<file path="src/rtl/serial_pkg.sv">
// Shared types, line levels and counter sizing for the serial transmitter/receiver pair.
package serial_pkg;

  typedef enum logic [2:0] {IDLE, START, DATA, PARITY, STOP} state_e;

  localparam logic IDLE_LVL  = 1'b1;
  localparam logic START_LVL = 1'b0;

  // Counter width holding 0..n-1, never narrower than one bit.
  function automatic int unsigned cnt_w(input int unsigned n);
    return (n < 2) ? 1 : $clog2(n);
  endfunction

endpackage

</file>
<file path="src/rtl/bit_timer.sv">
// DIV-cycle bit timer: bit_end_o is high in the last cycle of each bit period.
// bit_end_nxt_o is the value bit_end_o takes after the next edge.
module bit_timer
  import serial_pkg::*;
#(
  parameter int unsigned DIV = 4
) (
  input  logic clk_i,
  input  logic rst_i,
  input  logic clr_i,
  output logic bit_end_o,
  output logic bit_end_nxt_o
);

  localparam int unsigned CW = cnt_w(DIV);
  localparam logic [CW-1:0] LAST = CW'(DIV - 1);

  logic [CW-1:0] cnt_q, cnt_d;
  logic          bit_end_q;

  always_comb begin
    cnt_d = cnt_q + CW'(1);
    if (rst_i || clr_i || (cnt_q == LAST)) cnt_d = '0;
  end

  assign bit_end_nxt_o = (cnt_d == LAST);

  always_ff @(posedge clk_i) begin
    if (rst_i) begin
      cnt_q     <= '0;
      bit_end_q <= (LAST == '0);
    end else begin
      cnt_q     <= cnt_d;
      bit_end_q <= bit_end_nxt_o;
    end
  end

  assign bit_end_o = bit_end_q;

endmodule

</file>
<file path="src/rtl/serial_tx.sv">
// Framed LSB-first serial transmitter with VALID/READY input and registered outputs.
// Define SERIAL_TX_PARITY_EN to insert an even-parity bit between data and stop.
module serial_tx
  import serial_pkg::*;
#(
  parameter int unsigned WIDTH = 8,
  parameter int unsigned DIV   = 4
) (
  input  logic             CLK,
  input  logic             RST,
  input  logic [WIDTH-1:0] DIN,
  input  logic             VALID,
  output logic             READY,
  output logic             TXD,
  output logic             DONE
);

  localparam int unsigned BW = $clog2(WIDTH + 1);
  localparam logic [BW-1:0] BLAST = BW'(WIDTH - 1);

  state_e           state_q, state_d;
  logic [WIDTH-1:0] shreg_q, shreg_d;
  logic [BW-1:0]    bcnt_q, bcnt_d;
  logic             txd_q, txd_d;
  logic             ready_q, ready_d;
  logic             done_q, done_d;
  logic             accept;
  logic             bit_end, bit_end_nxt;
`ifdef SERIAL_TX_PARITY_EN
  logic             par_q, par_d;
`endif

  bit_timer #(.DIV(DIV)) u_timer (
    .clk_i         (CLK),
    .rst_i         (RST),
    .clr_i         (state_q == IDLE),
    .bit_end_o     (bit_end),
    .bit_end_nxt_o (bit_end_nxt)
  );

  assign accept = VALID & ready_q;

  always_comb begin
    state_d = state_q;
    shreg_d = shreg_q;
    bcnt_d  = bcnt_q;
`ifdef SERIAL_TX_PARITY_EN
    par_d   = par_q;
`endif
    case (state_q)
      START: if (bit_end) state_d = DATA;
      DATA: begin
        if (bit_end) begin
          shreg_d = shreg_q >> 1;
          if (bcnt_q == BLAST) begin
`ifdef SERIAL_TX_PARITY_EN
            state_d = PARITY;
`else
            state_d = STOP;
`endif
          end else begin
            bcnt_d = bcnt_q + BW'(1);
          end
        end
      end
`ifdef SERIAL_TX_PARITY_EN
      PARITY: if (bit_end) state_d = STOP;
`endif
      STOP: if (bit_end) state_d = IDLE;
      default: state_d = IDLE;
    endcase

    // READY is only high in IDLE or the final STOP cycle, so one accept path covers both.
    if (accept) begin
      state_d = START;
      shreg_d = DIN;
      bcnt_d  = '0;
`ifdef SERIAL_TX_PARITY_EN
      par_d   = ^DIN;
`endif
    end

    case (state_d)
      START:   txd_d = START_LVL;
      DATA:    txd_d = shreg_d[0];
`ifdef SERIAL_TX_PARITY_EN
      PARITY:  txd_d = par_d;
`endif
      default: txd_d = IDLE_LVL;
    endcase
    done_d  = (state_d == STOP) && bit_end_nxt;
    ready_d = (state_d == IDLE) || done_d;
  end

  always_ff @(posedge CLK) begin
    if (RST) begin
      state_q <= IDLE;
      shreg_q <= '0;
      bcnt_q  <= '0;
      txd_q   <= IDLE_LVL;
      ready_q <= 1'b1;
      done_q  <= 1'b0;
`ifdef SERIAL_TX_PARITY_EN
      par_q   <= 1'b0;
`endif
    end else begin
      state_q <= state_d;
      shreg_q <= shreg_d;
      bcnt_q  <= bcnt_d;
      txd_q   <= txd_d;
      ready_q <= ready_d;
      done_q  <= done_d;
`ifdef SERIAL_TX_PARITY_EN
      par_q   <= par_d;
`endif
    end
  end

  assign TXD   = txd_q;
  assign READY = ready_q;
  assign DONE  = done_q;

endmodule

</file>
<file path="config.mk">
export PLATFORM = sky130hd
export DESIGN_NAME = serial_tx
export DESIGN_NICKNAME = d
export VERILOG_FILES = /design/src/rtl/serial_pkg.sv /design/src/rtl/bit_timer.sv /design/src/rtl/serial_tx.sv
export SDC_FILE = /design/constraint.sdc
export NUM_CORES = 1
export LEC_CHECK = 0
export CELL_PAD_IN_SITES_DETAIL_PLACEMENT = 2
export CELL_PAD_IN_SITES_GLOBAL_PLACEMENT = 2
export CORE_ASPECT_RATIO = 1.25
export CORE_MARGIN = 2
export CORE_UTILIZATION = 34
export DETAILED_ROUTE_END_ITERATION = 8
export MAX_ROUTING_LAYER = met4
export PLACE_DENSITY = 0.78
export RECOVER_POWER = 100
export SYNTH_ARGS = -nofsm -noshare
export SYNTH_HDL_FRONTEND = slang
export SYNTH_SLANG_ARGS = --single-unit
</file>
<file path="constraint.sdc">
create_clock -name CLK -period 2.33 [get_ports CLK]
set_input_delay 0.233 -clock CLK [delete_from_list [all_inputs] [get_ports CLK]]
set_output_delay 0.233 -clock CLK [all_outputs]
set_load 0.01 [all_outputs]
</file>
==> impl_metrics.tcl <==
set metrics [dict create \
    status "complete, no violations" \
    port_buffers 13 \
    area_growth_pct 21.5 \
    routedWlPerCell_um 15.5 \
    synth.ff_latch_count 21 \
    setup_violations 0 \
    ys_types 31 \
    r2r_start "state_q[0]" \
    gp_congestion 0.809 \
    p_sw_uw 161 \
    p_per_area_mw_per_mm2 586 \
    instances_no_fill 145 \
    hold_buffers 0 \
    end_kind "flop" \
    vdd_drop_max_uv 301 \
    fin_hold_ws_ns 0.464 \
    drv_cap 0 \
    fmax_ghz 0.549 \
    cp_num_buf_inv 1 \
    drc 0 \
    synthCells 96 \
    p_comb_share_pct 11.6 \
    grt_antenna_before_repair 0 \
    syn_area_sq_um 901 \
    die_area_sq_mm 0.00308 \
    vias 773 \
    final_area_sq_mm 0.00109 \
    gr-total-overflow 0 \
    grt_max_degree 17 \
    core_area_sq_mm 0.00248 \
    dp_hpwl_um 1690 \
    clk_latency_ns 0.31 \
    tritoncts "done" \
    hold_viol 0 \
    drt_first_iter_violations 4 \
    switching_share_pct 25.0 \
    slew_violations 0 \
    place_ws_ns 0.551 \
    final_nets 126 \
    dp.cells 141 \
    grt_pass1_wl_um 3840 \
    synth_nets 109 \
    numCtsBuffers 3 \
    cts_root_buffer "clkbuf_4" \
    critPathTopFamily "buffers and inverters" \
    h-tree-depth 1 \
    crit_fanout 12 \
    critPathLaunchType "flop" \
    via_per_inst 5.33 \
    layout-drive-gt1-share_pct 4.46 \
    diodes 0 \
    worst_pin_slew_ns 0.645 \
    p_leak_nw 0.391 \
    arrival_ns 2.03 \
    multi_input_area_sq_um 458 \
    fillers 287 \
    fin_ws_ns 0.510 \
    ys_warn_count 0 \
    die_y_um 61.6 \
    crit_chain "and4bb_1, clkbuf_1, mux2i_1, a211oi_1" \
    rsz0062_at_grt "no" \
    cts_buffer_depth 2 \
    period_needed_ns 1.82 \
    io_pins 14 \
    cp-startpoint "state_q[0]" \
    holdCritStartpoint "u_timer.cnt_q[0]" \
    hold_path_class "flop to flop" \
    crit_type "flop to flop" \
    numClockSinks 21 \
    drt_first_pass_iters 3 \
    fin_setup_tns_ns 0 \
    p_int_uw 481 \
    die_w_um 50.0 \
    initial_core_util_pct 36.4 \
    fin_skew_ns 0.0114 \
    final_antenna_net_count 0 \
    rows 20 \
    yosysSeqAreaShare_pct 46.7 \
    syn_area_per_cell_sq_um 9.38 \
    dpl_cell_area_sq_mm 0.00107 \
    wl_um 2250 \
    seq_power_share_pct 60.5 \
    path_clk_slew_ns 0.12 \
    seqCellArea_sq_um 420 \
    final_common_cell "dfxtp_1" \
    clock_power_share_pct 27.8 \
    layout_worst_path_cycle_share_pct 78.1 \
    critPathMaxStageDelay_ns 0.51 \
    post-cts-setup-buffers 0 \
    slew_headroom_pct 57.0 \
    grt_pass1_vias 825 \
    grt.total_usage_pct 17.7 \
    layout_common_cells "dfxtp_1 (21), nor2_1 (17), clkdlybuf4s50_1 (9)" \
    rrSetupSlack_ns 0.51 \
    cts.repair.resized 0 \
    worstPathRequired_ns 2.54 \
    critPathSlowestCell "clkbuf_1" \
]
## state kept, by name (all words and copies together), names as in the netlist
| signal | count |
|---|---|
| shreg_q | 8 |
| bcnt_q | 4 |
| state_q | 3 |
| u_timer.cnt_q | 2 |
| DONE | 1 |
| READY | 1 |
| TXD | 1 |
| u_timer.bit_end_o | 1 |
## worst paths after layout
kind | end | cells after the start
worst max register to register | shreg_q[2] | 4
worst min-delay path | u_timer.cnt_q[0] | 1
worst max-delay path | shreg_q[2] | 4
worst min register to register | u_timer.cnt_q[0] | 1
## synthesized netlist by cell type
cell type | instances | area share, %
a31o_1 | 1 | 0.97
a211o_1 | 1 | 0.97
or3_1 | 1 | 0.69
nor3_1 | 2 | 1.1
and3_1 | 1 | 0.69
nand2_1 | 7 | 2.9
or2b_1 | 1 | 0.83
a2bb2oi_1 | 1 | 0.97
nand2b_1 | 1 | 0.69
a31oi_1 | 1 | 0.69
o22ai_1 | 1 | 0.69
and4_1 | 1 | 0.97
dfxtp_1 | 21 | 47
and4bb_1 | 1 | 1.4
or4b_1 | 1 | 1.1
nor3_2 | 1 | 1.1
mux2i_1 | 7 | 7.8
a211oi_1 | 7 | 5.8
nor2_1 | 17 | 7.1
nor4_1 | 1 | 0.69
inv_1 | 2 | 0.83
ha_1 | 2 | 2.8
and2_0 | 1 | 0.69
a21oi_1 | 3 | 1.7
xor2_1 | 2 | 1.9
and4b_1 | 1 | 1.1
nand4bb_1 | 1 | 1.2
clkbuf_1 | 2 | 0.83
nand3b_1 | 3 | 2.5
nand3_1 | 3 | 1.7
buf_4 | 1 | 0.83
## layout make-up
class	count	area share [%]
clock buffer	4	2.40
inverter	2	0.686
multi-input combinational	70	41.8
sequential	21	38.4
tap	33	3.77
timing repair buffer	15	12.9
## power by group through the flow
stage / logic (mW) / registers (mW) / clock network (mW)
floorplan: 0.0383 / 0.395 / 0
CTS: 0.0778 / 0.389 / 0.184
global placement: 0.0734 / 0.396 / 0
finish: 0.0748 / 0.388 / 0.179
global route: 0.0835 / 0.391 / 0.201
detailed placement: 0.0772 / 0.397 / 0
## per-stage QoR
stage / total power, mW / utilization, %
final: 0.642 / 44.2
after global routing: 0.675 / 44.2
after CTS: 0.650 / 44.3
after detailed placement: 0.474 / 43.3
after global placement: 0.469 / 43.3
after floorplan: 0.433 / -
## kinds of logic (layout without fill, tap and decap cells)
group / count (synthesis) / after routing / share of synthesized area [%]
and+or+nand+nor: 44 / 44 / 26.5
buffers and inverters: 5 / 21 / 2.50
muxes: 7 / 7 / 7.78
AOI/OAI and AO/OA: 15 / 15 / 11.8
xor gates and xnor gates: 2 / 2 / 1.94
DFF: 21 / 21 / 46.7
adders and majority gates: 2 / 2 / 2.78
## routing by layer
metal	GRT usage, %	vias to the layer above	wire (um)
met2	30.8	8	1200
met4	8.33	0	18
met1	19.8	387	982
met3	2.91	2	51
li1	-	376	-
met5	-	-	0
Power figures use the tool's default switching activity.
